==> config.mk <==
export PLATFORM = sky130hd
export DESIGN_NAME = kb_typematic_fifo
export DESIGN_NICKNAME = d
export VERILOG_FILES = /design/src/rtl/kb_typematic_fifo_pkg.sv /design/src/rtl/kb_typematic_fifo_sync_fifo.sv /design/src/rtl/kb_typematic_fifo.sv
export SDC_FILE = /design/constraint.sdc
export NUM_CORES = 1
export LEC_CHECK = 0
export CAP_MARGIN = 10
export CORE_MARGIN = 4
export CORE_UTILIZATION = 40
export CTS_BUF_LIST = sky130_fd_sc_hd__clkbuf_2
export CTS_CLUSTER_SIZE = 8
export DETAILED_ROUTE_END_ITERATION = 12
export SETUP_SLACK_MARGIN = 0.02
export SLEW_MARGIN = 0
export SYNTH_ARGS = -nofsm -noshare
export SYNTH_HDL_FRONTEND = slang
export SYNTH_SLANG_ARGS = --single-unit
==> constraint.sdc <==
create_clock -name i_clk -period 4.1 [get_ports i_clk]
set_input_delay 0.41 -clock i_clk [delete_from_list [all_inputs] [get_ports i_clk]]
set_output_delay 0.41 -clock i_clk [all_outputs]
set_load 0.005 [all_outputs]
==> src/rtl/kb_typematic_fifo_pkg.sv <==
// ---------------------------------------------------------------------------
// kb_typematic_fifo_pkg
// Shared definitions for the keyboard typematic front-end:
//   - layout of one queued keyboard event (14 bits)
//   - one-hot encodings of the typematic FSM states
//   - a helper that packs an event word
// No ports; imported by kb_typematic_fifo.
// ---------------------------------------------------------------------------
package kb_typematic_fifo_pkg;

   // Event word layout: {rpt, flags[4:0], ascii[7:0]}
   localparam int KB_EVT_W         = 14;
   localparam int KB_EVT_ASCII_LSB = 0;
   localparam int KB_EVT_ASCII_MSB = 7;
   localparam int KB_EVT_FLAGS_LSB = 8;
   localparam int KB_EVT_FLAGS_MSB = 12;
   localparam int KB_EVT_RPT       = 13;

   typedef struct packed {
      logic       rpt;
      logic [4:0] flags;
      logic [7:0] ascii;
   } kb_evt_t;

   // Typematic FSM states, one-hot
   localparam logic [2:0] KB_IDLE   = 3'b001;
   localparam logic [2:0] KB_DELAY  = 3'b010;
   localparam logic [2:0] KB_REPEAT = 3'b100;

   function automatic logic [KB_EVT_W-1:0] kbPackEvent(input logic       rpt,
                                                       input logic [4:0] flags,
                                                       input logic [7:0] ascii);
      kb_evt_t evt;
      evt.rpt   = rpt;
      evt.flags = flags;
      evt.ascii = ascii;
      return evt;
   endfunction

endpackage

==> src/rtl/kb_typematic_fifo_sync_fifo.sv <==
// ---------------------------------------------------------------------------
// sync_fifo
// Single-clock first-word-fall-through FIFO.
//   i_clk    system clock
//   i_rst    synchronous active-high reset (empties the FIFO)
//   i_push   write i_data this cycle
//   i_pop    remove the head this cycle (ignored when empty)
//   i_data   word to write
//   o_head   current head word, valid whenever o_empty is low
//   o_empty  no entries held
//   o_full   DEPTH entries held
//   o_count  number of entries held
//   o_drop   a push this cycle is being discarded (full with no pop)
// ---------------------------------------------------------------------------
module sync_fifo #(
   parameter int WIDTH  = 14,
   parameter int DEPTH  = 16,
   parameter int ADDR_W = 4
) (
   input  logic              i_clk,
   input  logic              i_rst,
   input  logic              i_push,
   input  logic              i_pop,
   input  logic [WIDTH-1:0]  i_data,
   output logic [WIDTH-1:0]  o_head,
   output logic              o_empty,
   output logic              o_full,
   output logic [ADDR_W:0]   o_count,
   output logic              o_drop
);

   logic [WIDTH-1:0] r_mem [DEPTH];
   logic [ADDR_W-1:0] r_wrPtr;
   logic [ADDR_W-1:0] r_rdPtr;
   logic [ADDR_W:0]   r_count;
   logic              w_pop;
   logic              w_write;

   // A pop frees a slot in the same cycle, so a full FIFO can still accept
   // a push when it is also being read.
   always_comb begin
      o_empty = (r_count == '0);
      o_full  = (r_count == (ADDR_W+1)'(DEPTH));
      w_pop   = i_pop && !o_empty;
      w_write = i_push && (!o_full || w_pop);
      o_drop  = i_push && o_full && !w_pop;
      o_head  = r_mem[r_rdPtr];
      o_count = r_count;
   end

   // Storage array; contents need no reset because the pointers do.
   always_ff @(posedge i_clk) begin
      if (w_write) begin
         r_mem[r_wrPtr] <= i_data;
      end
   end

   // Pointer and occupancy bookkeeping; pointers wrap modulo DEPTH.
   always_ff @(posedge i_clk) begin
      if (i_rst) begin
         r_wrPtr <= '0;
         r_rdPtr <= '0;
         r_count <= '0;
      end else begin
         if (w_write) begin
            r_wrPtr <= r_wrPtr + (ADDR_W)'(1);
         end
         if (w_pop) begin
            r_rdPtr <= r_rdPtr + (ADDR_W)'(1);
         end
         case ({w_write, w_pop})
            2'b10:   r_count <= r_count + (ADDR_W+1)'(1);
            2'b01:   r_count <= r_count - (ADDR_W+1)'(1);
            default: r_count <= r_count;
         endcase
      end
   end

endmodule

==> src/rtl/kb_typematic_fifo.sv <==
// ---------------------------------------------------------------------------
// kb_typematic_fifo
// Keyboard event front-end between kb_driver and the memory map. Each new
// key press queues one event; with auto-repeat enabled a held key queues a
// repeat event after DELAY_CYCLES and then every RATE_CYCLES. The CPU pops
// events from a FWFT FIFO through MMIO.
//   i_clk        system clock
//   i_rst        synchronous active-high reset
//   i_ascii_in   current key ASCII, 0 = no key held
//   i_flags_in   {is_error,is_special,is_capital,is_ctrl,is_shift}
//   i_repeat_en  1 = auto-repeat enabled
//   i_rd_en      pop pulse from the CPU read strobe
//   i_clr_ovf    clears the sticky overflow flag
//   o_rd_data    {18'd0, rpt, flags, ascii} of the FIFO head, 0 when empty
//   o_empty      FIFO empty
//   o_full       FIFO full
//   o_count      entries held
//   o_overflow   sticky: a push was dropped because the FIFO was full
// ---------------------------------------------------------------------------
module kb_typematic_fifo
   import kb_typematic_fifo_pkg::*;
#(
   parameter int unsigned DELAY_CYCLES = 25000000,
   parameter int unsigned RATE_CYCLES  = 12500000,
   parameter int          DEPTH        = 16,
   parameter int          ADDR_W       = 4
) (
   input  logic              i_clk,
   input  logic              i_rst,
   input  logic [7:0]        i_ascii_in,
   input  logic [4:0]        i_flags_in,
   input  logic              i_repeat_en,
   input  logic              i_rd_en,
   input  logic              i_clr_ovf,
   output logic [31:0]       o_rd_data,
   output logic              o_empty,
   output logic              o_full,
   output logic [ADDR_W:0]   o_count,
   output logic              o_overflow
);

   localparam logic [31:0] cDelay = 32'(DELAY_CYCLES);
   localparam logic [31:0] cRate  = 32'(RATE_CYCLES);

   logic [2:0]          r_state;
   logic [31:0]         r_timer;
   logic [7:0]          r_lastAscii;
   logic                r_overflow;

   logic [2:0]          w_nextState;
   logic [31:0]         w_nextTimer;
   logic                w_push;
   logic                w_rpt;
   logic                w_keyChanged;
   logic                w_drop;
   logic [KB_EVT_W-1:0] w_head;
   logic [KB_EVT_W-1:0] w_evt;

   // Typematic decision for this cycle. Release has priority over a key
   // change, which has priority over timer expiry, so at most one push is
   // requested per cycle. While repeat is off in DELAY the timer stops at
   // the delay value, so enabling repeat later fires immediately.
   always_comb begin
      w_nextState  = r_state;
      w_nextTimer  = r_timer;
      w_push       = 1'b0;
      w_rpt        = 1'b0;
      w_keyChanged = (i_ascii_in != r_lastAscii);
      case (r_state)
         KB_IDLE: begin
            w_nextTimer = '0;
            if (i_ascii_in != 8'd0) begin
               w_push      = 1'b1;
               w_nextState = KB_DELAY;
               w_nextTimer = 32'd1;
            end
         end
         KB_DELAY: begin
            if (i_ascii_in == 8'd0) begin
               w_nextState = KB_IDLE;
               w_nextTimer = '0;
            end else if (w_keyChanged) begin
               w_push      = 1'b1;
               w_nextTimer = 32'd1;
            end else if ((r_timer == cDelay) && i_repeat_en) begin
               w_push      = 1'b1;
               w_rpt       = 1'b1;
               w_nextState = KB_REPEAT;
               w_nextTimer = 32'd1;
            end else if (r_timer != cDelay) begin
               w_nextTimer = r_timer + 32'd1;
            end
         end
         KB_REPEAT: begin
            if (i_ascii_in == 8'd0) begin
               w_nextState = KB_IDLE;
               w_nextTimer = '0;
            end else if (w_keyChanged) begin
               w_push      = 1'b1;
               w_nextState = KB_DELAY;
               w_nextTimer = 32'd1;
            end else if (!i_repeat_en) begin
               w_nextState = KB_DELAY;
               w_nextTimer = 32'd1;
            end else if (r_timer == cRate) begin
               w_push      = 1'b1;
               w_rpt       = 1'b1;
               w_nextTimer = 32'd1;
            end else begin
               w_nextTimer = r_timer + 32'd1;
            end
         end
         default: begin
            w_nextState = KB_IDLE;
            w_nextTimer = '0;
         end
      endcase
      w_evt = kbPackEvent(w_rpt, i_flags_in, i_ascii_in);
   end

   // FSM registers plus the last pressed key used for change detection.
   // A key still held when reset releases is seen as a fresh press.
   always_ff @(posedge i_clk) begin
      if (i_rst) begin
         r_state     <= KB_IDLE;
         r_timer     <= '0;
         r_lastAscii <= '0;
      end else begin
         r_state <= w_nextState;
         r_timer <= w_nextTimer;
         if (w_push && !w_rpt) begin
            r_lastAscii <= i_ascii_in;
         end
      end
   end

   // Sticky overflow; a dropping push wins over a simultaneous clear.
   always_ff @(posedge i_clk) begin
      if (i_rst) begin
         r_overflow <= 1'b0;
      end else if (w_drop) begin
         r_overflow <= 1'b1;
      end else if (i_clr_ovf) begin
         r_overflow <= 1'b0;
      end
   end

   sync_fifo #(
      .WIDTH  (KB_EVT_W),
      .DEPTH  (DEPTH),
      .ADDR_W (ADDR_W)
   ) u_fifo (
      .i_clk   (i_clk),
      .i_rst   (i_rst),
      .i_push  (w_push),
      .i_pop   (i_rd_en),
      .i_data  (w_evt),
      .o_head  (w_head),
      .o_empty (o_empty),
      .o_full  (o_full),
      .o_count (o_count),
      .o_drop  (w_drop)
   );

   // The head is only meaningful while the FIFO holds something.
   always_comb begin
      o_rd_data  = o_empty ? 32'd0 : {18'd0, w_head};
      o_overflow = r_overflow;
   end

endmodule

==> flow_summary.ini <==
[sta]
timing.final.hold_violations = 0
skew_ns = 0.0893
worst_pin_slew_ns = 1.10
slew_violations = 0
rsz0062_at_grt = false
setup_total_negative_slack_ns = 0
fmax_mhz = 264
total_of_endpoints_with_negative_setup_slack_in_the_final_report = 0
timing.slew.headroom_pct = 26.9
layout_min_cycle_time_ns = 3.79
layout_worst_path_cycle_share_pct = 92.5

[setup_path]
worst-endpoint-arrival_ns = 3.38
startpoint_to_endpoint_class_of_the_critical_path = reg -> out
worst-r2r-cell-count = 15
critPathMaxFanout = 37
cp-start-kind = register
cp-end-kind = primary output
worst-endpoint-required_ns = 3.69

[global_routing]
globalRouteOverflowTotal = 0
grt_max_degree = 38
grt_use_total_pct = 16.4
grt_pass1_vias = 7291
grt_first_pass_wirelength_mm = 41.9
grt_antenna_before_repair = 1

[drt]
wirelength_mm = 26.7
antenna_left = 0
vias_per_cell = 5.19
remaining_drc_errors = 0
drt-wirelength-per-cell_um = 20.0
dr.first_iter.drc_count = 557
drt_pre_antenna_iters = 4
vias = 6920

[place]
dp_wirelength_mm = 15.8
placement.io_buffers = 39
place.gp.congestion = 0.803

[layout]
finalCoreUtilization_pct = 46.3
flow.area_growth_from_synthesis_pct = 13.2
final_layout_size_suffix_gt1_share_pct = 24.3
final_cell_mix = 224 x edfxtp_1, 102 x clkbuf_2, 70 x mux4_2
layout.nets = 918
most_common_cell_after_layout_fill_and_taps_aside = edfxtp_1

[die]
core_um2 = 29800
floorplan.die.width_um = 182
floorplan.die_area_um2 = 33300
rows = 63
dieHeight_um = 182
floorplan.io_pins = 58
start_util_pct = 40.9

[clock_tree]
clock_latency_ns = 0.88
clock_sink_count = 285
cts_max_path_buffers = 3
cts_buffers = 73
cts-hold-fix-buffers = 0
cts_tree = yes
clock_tree.root_cell = clkbuf_2
htree_num_levels = 3
clkTransAtPathRegs_ns = 0.11

[power]
max-vdd-ir-drop_mv = 0.186
total_leakage_power_nw = 4.66
power_density_nw_per_um2 = 522

[hold_path]
worstHoldPathCells = 3
timing.hold.worst.class = in -> reg

[synthesis]
synth_enable_flop_cells = 224
syn_inst = 779
ys_dominant_reg_cell = edfxtp_1
proportion_of_synthesized_chip_area_in_sequential_cells_pct = 65.3
synthesis.area_per_instance_um2 = 15.6
synth.yosys.warnings = 0
yosys.cell_types.count = 63
postSynth.asyncResetShare_pct = 0
post_synth_instance_area_um2 = 12200
synth_register_bits = 285

[outcome]
run_status = finished clean

[flow_run]
drv_cap = 0
==> Yosys cell counts (2+ instances only) <==
cell type,instances,area [um^2]
a31oi_1,8,50.1
and4_1,2,17.5
nor4_1,11,68.8
mux4_2,70,1580
nand4_1,11,68.8
xnor2_1,13,114
nor2_1,52,195
clkbuf_1,24,90.1
nor4_2,2,25.0
buf_4,18,135
or3_1,5,31.3
dfxtp_1,61,1220
mux2i_1,7,70.1
and2_1,2,12.5
o21a_1,3,22.5
or4_1,6,45.0
nand2b_1,2,12.5
and3_1,31,194
inv_1,10,37.5
nand2_1,45,169
buf_1,3,11.3
nor3b_1,4,30.0
edfxtp_1,224,6730
o22ai_1,2,12.5
nand3_1,12,60.1
o311ai_0,9,78.8
nor3_1,14,70.1
ha_1,11,138
or2_2,3,18.8
buf_2,7,35.0
nor2b_1,27,169
a21oi_1,12,60.1
and3b_1,2,17.5
o21ai_0,4,20.0
xor2_1,34,298
==> logic make-up after synthesis <==
| logic type | count (synthesis) | share of synthesized area (%) |
|---|---|---|
| simple gates | 242 | 10.9 |
| mux | 77 | 13.5 |
| fa+ha+maj | 11 | 1.13 |
| compound gates | 53 | 3.14 |
| other cells | 1 | 0.0308 |
| buf+inv | 63 | 2.63 |
| xor+xnor | 47 | 3.38 |
| flops | 285 | 65.3 |
==> state kept, by name, summed over array words and instances, names as in the netlist, named ones only <==
register,count
u_fifo.r_mem,224
r_timer,32
r_lastAscii,8
u_fifo.o_count,5
u_fifo.r_rdPtr,4
u_fifo.r_wrPtr,4
r_state,3
o_overflow,1
==> report_power, final <==
group / switching [mW] / internal (mW)
logic: 0.852 / 0.966
clock network: 1.17 / 0.692
registers: 0.152 / 3.36
==> layout make-up <==
cell class | count | area [um^2]
clock buffers | 102 | 510
clock inverters | 25 | 130
flip-flops and latches | 285 | 7950
fillers | 2664 | 16000
repair buffers | 71 | 681
well taps | 390 | 488
multi-input cells | 448 | 3980
inverters | 10 | 37.5
diodes | 2 | 5.00
==> worst paths after layout <==
| check | from | to | slack [ns] |
|---|---|---|---|
| worst max-delay path | register | o_rd_data[4] | 0.31 |
| worst min-delay path | i_clr_ovf | o_overflow$_SDFFE_PP0P_ | 0.22 |
| worst max register to register | r_timer[31]$_SDFFE_PP0P_ | u_fifo.o_count[4]$_SDFFE_PP0P_ | 0.45 |
| worst min register to register | r_timer[1]$_SDFFE_PP0P_ | r_timer[1]$_SDFFE_PP0P_ | 0.50 |
==> critical path, cell delays in order (launching register included) <==
cell and delay [ns]:
dfxtp_2 0.72, buf_12 0.31, mux4_2 0.36, mux4_2 0.49, nor2b_1 0.18, clkdlybuf4s50_1 0.47
==> metrics by stage <==
stage	worst slack [ns]	cell area (um^2)	total power [mW]	hold slack, ns	cells
after CTS	0.110	13700	7.29	0.156	1328
after global placement	0.100	13100	5.40	0.471	1201
after floorplan	0.166	12200	4.64	0.461	796
final	0.308	13800	7.19	0.225	1333
after detailed placement	0.0140	13100	5.42	0.483	1201
after global routing	0.0480	13800	7.63	0.198	1333
==> metal layers <==
| layer | routed length (um) | global-route usage (%) |
|---|---|---|
| met5 | 0 | 0 |
| met4 | 577 | 5.67 |
| met3 | 1120 | 3.09 |
| met2 | 13500 | 27.4 |
| met1 | 11600 | 21.5 |
==> repair_timing <==
action                                  CTS  global route
setup buffers                             0             3
resized for setup                         0             1
endpoints found under the hold margin     0             0
endpoints found under the setup margin    0             4
No activity file was read; power rests on OpenSTA's default activity.
